### src/rtl/arb_pkg.sv
// Shared constants for the arbiter request feeder: port identifiers and default sizing.
package arb_pkg;

   localparam logic PORT_1 = 1'b0;
   localparam logic PORT_2 = 1'b1;

   localparam int ARB_DATA_W = 32;
   localparam int ARB_DEPTH  = 4;

endpackage

### src/rtl/req_fifo.sv
// Per-port circular FIFO. The head is combinational from storage (zero read latency).
// A push is refused while full, even if a pop happens in the same cycle. A pop is refused while empty.
module req_fifo #(
   parameter int DATA_W = 32,
   parameter int DEPTH  = 4
) (
   input  logic                   clk,
   input  logic                   reset_n,
   input  logic                   push_i,
   input  logic [DATA_W-1:0]      push_dat_i,
   input  logic                   pop_i,
   output logic [DATA_W-1:0]      head_o,
   output logic [$clog2(DEPTH):0] count_o,
   output logic                   full_o,
   output logic                   empty_o
);
   localparam int PTR_W = $clog2(DEPTH);
   localparam int CNT_W = PTR_W + 1;
   localparam logic [CNT_W-1:0] FULL_CNT = CNT_W'(DEPTH);

   logic [DATA_W-1:0] mem_q [DEPTH];
   logic [PTR_W-1:0]  wr_ptr_q, wr_ptr_d;
   logic [PTR_W-1:0]  rd_ptr_q, rd_ptr_d;
   logic [CNT_W-1:0]  cnt_q, cnt_d;
   logic              do_push, do_pop;

   assign full_o  = (cnt_q == FULL_CNT);
   assign empty_o = (cnt_q == '0);
   assign do_push = push_i & ~full_o;
   assign do_pop  = pop_i & ~empty_o;
   assign head_o  = mem_q[rd_ptr_q];
   assign count_o = cnt_q;

   always_comb begin
      wr_ptr_d = wr_ptr_q;
      rd_ptr_d = rd_ptr_q;
      cnt_d    = cnt_q;
      if (do_push) begin
         wr_ptr_d = wr_ptr_q + PTR_W'(1);
      end
      if (do_pop) begin
         rd_ptr_d = rd_ptr_q + PTR_W'(1);
      end
      // Pointers wrap naturally; the count alone separates full from empty.
      case ({do_push, do_pop})
         2'b10:   cnt_d = cnt_q + CNT_W'(1);
         2'b01:   cnt_d = cnt_q - CNT_W'(1);
         default: cnt_d = cnt_q;
      endcase
   end

   always_ff @(posedge clk or negedge reset_n) begin
      if (!reset_n) begin
         wr_ptr_q <= '0;
         rd_ptr_q <= '0;
         cnt_q    <= '0;
      end else begin
         wr_ptr_q <= wr_ptr_d;
         rd_ptr_q <= rd_ptr_d;
         cnt_q    <= cnt_d;
      end
   end

   always_ff @(posedge clk) begin
      if (do_push) begin
         mem_q[wr_ptr_q] <= push_dat_i;
      end
   end

endmodule

### src/rtl/arb_req_queue.sv
// Two-port request queue feeding a two-requester arbiter. req_x follows a push by one cycle.
// A granted head is presented combinationally and holds until out_ready; port 1 wins a double grant.
module arb_req_queue
   import arb_pkg::*;
#(
   parameter int DATA_W = ARB_DATA_W,
   parameter int DEPTH  = ARB_DEPTH
) (
   input  logic              clk,
   input  logic              reset_n,
   input  logic              in1_valid,
   output logic              in1_ready,
   input  logic [DATA_W-1:0] in1_data,
   input  logic              in2_valid,
   output logic              in2_ready,
   input  logic [DATA_W-1:0] in2_data,
   output logic              req_1,
   output logic              req_2,
   input  logic              grant_1,
   input  logic              grant_2,
   output logic              out_valid,
   input  logic              out_ready,
   output logic [DATA_W-1:0] out_data,
   output logic              out_port,
   output logic              grant_err
);
   localparam int CNT_W = $clog2(DEPTH) + 1;
   localparam logic [CNT_W-1:0] ONE = CNT_W'(1);

   logic [DATA_W-1:0] head_1, head_2;
   logic [CNT_W-1:0]  count_1, count_2;
   logic              full_1, full_2, empty_1, empty_2;
   logic              push_1, push_2, pop_1, pop_2;
   logic              sel_1, sel_2;
   logic              grant_err_q, grant_err_d;

   assign in1_ready = ~full_1;
   assign in2_ready = ~full_2;
   assign push_1    = in1_valid & in1_ready;
   assign push_2    = in2_valid & in2_ready;

   // Port 2 is only presented when port 1 is not; a stale grant on an empty queue selects nothing.
   assign sel_1 = grant_1 & ~empty_1;
   assign sel_2 = grant_2 & ~empty_2 & ~sel_1;
   assign pop_1 = sel_1 & out_ready;
   assign pop_2 = sel_2 & out_ready;

   assign req_1 = (count_1 > ONE) | ((count_1 == ONE) & ~pop_1);
   assign req_2 = (count_2 > ONE) | ((count_2 == ONE) & ~pop_2);

   assign out_valid = sel_1 | sel_2;
   assign out_port  = sel_2 ? PORT_2 : PORT_1;
   assign out_data  = sel_1 ? head_1 : (sel_2 ? head_2 : '0);

   assign grant_err_d = grant_err_q | (grant_1 & grant_2);
   assign grant_err   = grant_err_q;

   always_ff @(posedge clk or negedge reset_n) begin
      if (!reset_n) begin
         grant_err_q <= 1'b0;
      end else begin
         grant_err_q <= grant_err_d;
      end
   end

   req_fifo #(.DATA_W(DATA_W), .DEPTH(DEPTH)) u_fifo_1 (
      .clk       (clk),
      .reset_n   (reset_n),
      .push_i    (push_1),
      .push_dat_i(in1_data),
      .pop_i     (pop_1),
      .head_o    (head_1),
      .count_o   (count_1),
      .full_o    (full_1),
      .empty_o   (empty_1)
   );

   req_fifo #(.DATA_W(DATA_W), .DEPTH(DEPTH)) u_fifo_2 (
      .clk       (clk),
      .reset_n   (reset_n),
      .push_i    (push_2),
      .push_dat_i(in2_data),
      .pop_i     (pop_2),
      .head_o    (head_2),
      .count_o   (count_2),
      .full_o    (full_2),
      .empty_o   (empty_2)
   );

endmodule

### config.mk
export PLATFORM = sky130hd
export DESIGN_NAME = arb_req_queue
export DESIGN_NICKNAME = d
export VERILOG_FILES = /design/src/rtl/arb_pkg.sv /design/src/rtl/req_fifo.sv /design/src/rtl/arb_req_queue.sv
export SDC_FILE = /design/constraint.sdc
export NUM_CORES = 1
export LEC_CHECK = 0
export ABC_AREA = 1
export CORE_ASPECT_RATIO = 2
export CORE_UTILIZATION = 62
export DETAILED_ROUTE_END_ITERATION = 10
export GPL_TIMING_DRIVEN = 0
export PLACE_DENSITY = 0.88
export SLEW_MARGIN = 20
export SYNTH_ARGS = -nofsm -noshare
export SYNTH_HDL_FRONTEND = slang
export SYNTH_SLANG_ARGS = --single-unit
### constraint.sdc
create_clock -name clk -period 5.9 [get_ports clk]
set_input_delay 0.885 -clock clk [delete_from_list [all_inputs] [get_ports clk]]
set_output_delay 0.885 -clock clk [all_outputs]
set_load 0.005 [all_outputs]
==> reports/metrics.cfg <==
[grt]
track_usage_pct=29.06
grt_overflow=0
antenna_found_initial=1
first_global_vias=8865
grt_pass1_wl_mm=44.78
grt_start_max_net_pins=24

[finish]
fin_area_um2=14590
syn2layout_area_growth_pct=19.59
ff_latch_area_um2=8063
fillCellCount=1234
fin_cells=1657
final_core_util_pct=75.67
final_net_count=1472
multiInputGateArea_um2=2851
final_layout_size_suffix_gt1_share_pct=6.800

[synth]
async_reset_ff_share_pct=5.535
yosysSeqAreaShare_pct=66.10
netlist.area_leader.share_pct=63.02
yosysUniqueCellTypes=23
synthTopCellsByArea=edfxtp_1 63%, nand2_1 14%, inv_1 8.7%
synth_edf_count=256
synth_seq_cells=271
syn_area_per_cell_um2=9.821
synth_common_cells=443 x nand2_1, 284 x inv_1, 256 x edfxtp_1
synthesis.nets=1331
synth_top_area_cell=edfxtp_1
synth_most_common_cell=nand2_1
yosys_warnings=0
netlist_instances=1242
syn-cell-area_um2=12200
yosys_most_used_dff=edfxtp_1

[floorplan]
core_um2=19280
die_y_um=200.4
start_util_pct=63.27
die_area_um2=20270
dieWidth_um=101.2
placementRows=72
ioPinCount=110

[critical_path]
reg2regPathDepth=6
reg2reg_to=u_fifo_2.mem_q[0][15]$_DFFE_PP_
worstSetupStartpointType=input port
cp_max_fo=10
required_ns=5.02
crit_arrival_ns=2.82
r2r_start=u_fifo_2.count_o[0]$_DFFE_PN0P_
critPathKind=input port to primary output
cp-end-kind=primary output
reg2reg_slack_ns=3.49

[timing]
slew_violations=0
tightest_slew_ns=0.7523
slew_headroom_pct=49.69
fin_skew_ns=0.01079
fmax_mhz=269.9
rsz0062_at_grt=false
tns_ns=0
hold_viol=0
setup_viol=0
fin_crit_sh_pct=62.81
period_minus_slack_ns=3.706

[clock_network]
cts_hold_buf=0
post_cts_resized=0
cts_sinks=271
cts_root_buf=clkbuf_16
path_clk_slew_ns=0.07
cts_tree=built
clk_latency_ns=0.51
htreeDepth=1
cts_setup_buffers=0
cts.path.max_buffers=3
cts_buffers=22

[place]
numPlacedInstances=1618
io_buffers=109
hpwl_mm=20.16
place.gp.congestion=0.8742
post_dp_cell_area_um2=13880

[power_and_ir_drop]
pwr_density_cell_nw_per_um2=462.8
p_int_mw=4.311
combPwrFrac_pct=39.1
pwr-share-seq_pct=39.2
peakVddDrop_v=0.0002772
p_sw_share_pct=36.15
netSwitchingPower_mw=2.440
clkPwrFrac_pct=21.7
leakage_nw=6.695

[routing]
ant_nets=0
wl_per_cell_um=16.97
num_vias=8643
drt-initial-drc-count=554
avgViaCountPerCell=5.216
routed_wl_mm=28.12
drc=0
drt-pass1-iter-count=5

[min_path]
hold_path_startpoint=grant_err$_DFF_PN0_
holdPathStages=1
worst_hold_path.endpoint=grant_err$_DFF_PN0_
hp-class=flip-flop to flip-flop

[run_status]
status=completed

[flow_run]
cap_violations=0

-- stage by stage --
stage | hold WS [ns] | worst slack, ns | power [mW]
6_report | 0.4628 | 2.194 | 6.751
5_1_grt | 0.4804 | 2.179 | 7.121
4_1_cts | 0.4633 | 2.229 | 6.751
3_5_place_dp | 0.4474 | 2.238 | 5.288
3_3_place_gp | 0.4381 | 1.544 | 5.064
2_1_floorplan | 0.4510 | 3.059 | 4.170
-- registers in the layout, indices dropped and copies added (netlist names) --
signal / flops
u_fifo_2.wr_ptr_q: 2
u_fifo_1.rd_ptr_q: 2
u_fifo_1.wr_ptr_q: 2
u_fifo_1.count_o: 3
u_fifo_2.rd_ptr_q: 2
u_fifo_2.count_o: 3
u_fifo_1.mem_q: 128
grant_err: 1
u_fifo_2.mem_q: 128
-- worst max path at each step --
| stage | depth (start not counted) | from | slack, ns | to |
|---|---|---|---|---|
| after CTS | 7 | grant_1 | 2.23 | out_data[4] |
| after global routing | 7 | grant_1 | 2.18 | out_data[4] |
| after global placement | 3 | in2_valid | 1.54 | u_fifo_2.mem_q[3][6]$_DFFE_PP_ |
| after floorplan | 2 | in2_valid | 3.06 | u_fifo_2.mem_q[0][0]$_DFFE_PP_ |
| after detailed placement | 7 | grant_1 | 2.24 | out_data[2] |
| final | 7 | grant_1 | 2.19 | out_data[4] |
-- worst max-delay path, stage by stage --
cell             delay [ns]
clkdlybuf4s50_1        0.56
nand2_4                0.12
inv_2                  0.14
buf_2                  0.29
nand2_1                0.14
nand2_1                0.10
clkdlybuf4s50_1        0.58
-- cell usage in the layout, fill, tap and decap left out, types with 3 or more instances in the layout --
| cell type | Yosys | final |
|---|---|---|
| nor2_1 | 12 | 4 |
| inv_1 | 284 | 284 |
| buf_4 | 6 | 6 |
| a21oi_1 | 3 | 3 |
| clkbuf_1 | 7 | 11 |
| nor2_4 | 1 | 9 |
| buf_6 | 3 | 3 |
| clkdlybuf4s50_1 | 0 | 109 |
| nand4_1 | 4 | 4 |
| buf_1 | 5 | 5 |
| xnor2_1 | 4 | 4 |
| ha_1 | 18 | 18 |
| inv_2 | 5 | 5 |
| clkbuf_16 | 0 | 23 |
| nand3_1 | 133 | 133 |
| dfrtp_1 | 15 | 15 |
| nand2_1 | 443 | 443 |
| buf_2 | 27 | 27 |
| clkinv_1 | 0 | 3 |
| edfxtp_1 | 256 | 256 |
| o21ai_0 | 6 | 6 |
| nand2_2 | 3 | 3 |
| xor2_1 | 3 | 3 |
| buf_16 | 0 | 6 |
-- routing by layer --
metal / global-route usage [%] / part of all wire (%) / wire length, um / up-vias
li1: - / - / - / 4119
met1: 33.63 / 35 / 9903 / 4065
met2: 53.38 / 55 / 15490 / 369
met3: 2.512 / 5.2 / 1460 / 90
met4: 12.94 / 4.5 / 1261 / 0
met5: 0 / 0 / 0 / -
-- cells by family (layout without fill, tap and decap cells) --
logic type / after synthesis / count (layout) / synth area share [%]
xor+xnor: 7 / 7 / 0.5026
simple gates: 599 / 599 / 20.10
compound gates: 10 / 10 / 0.4308
flops: 271 / 271 / 66.10
other cells: 0 / 1 / 0
buf+inv: 337 / 492 / 11.02
fa+ha+maj: 18 / 18 / 1.846
-- area by class of cell --
class                           count  area share, %
Sequential cell                   271          55.27
Multi-Input combinational cell    634          19.55
Timing Repair Buffer              117          8.886
Inverter                          289          7.436
Clock buffer                       27          4.048
Tap cell                          259          2.221
Buffer                             48          1.775
Clock inverter                     11         0.7977
Antenna cell                        1        0.01715
-- power groups by stage --
stage / sequential (mW) / combinational (mW) / clock (mW)
finish: 2.65 / 2.64 / 1.47
global route: 2.67 / 2.90 / 1.55
CTS: 2.65 / 2.63 / 1.47
detailed placement: 2.68 / 2.60 / 0
global placement: 2.69 / 2.37 / 0
floorplan: 2.66 / 1.51 / 0
Power figures use the tool's default switching activity.
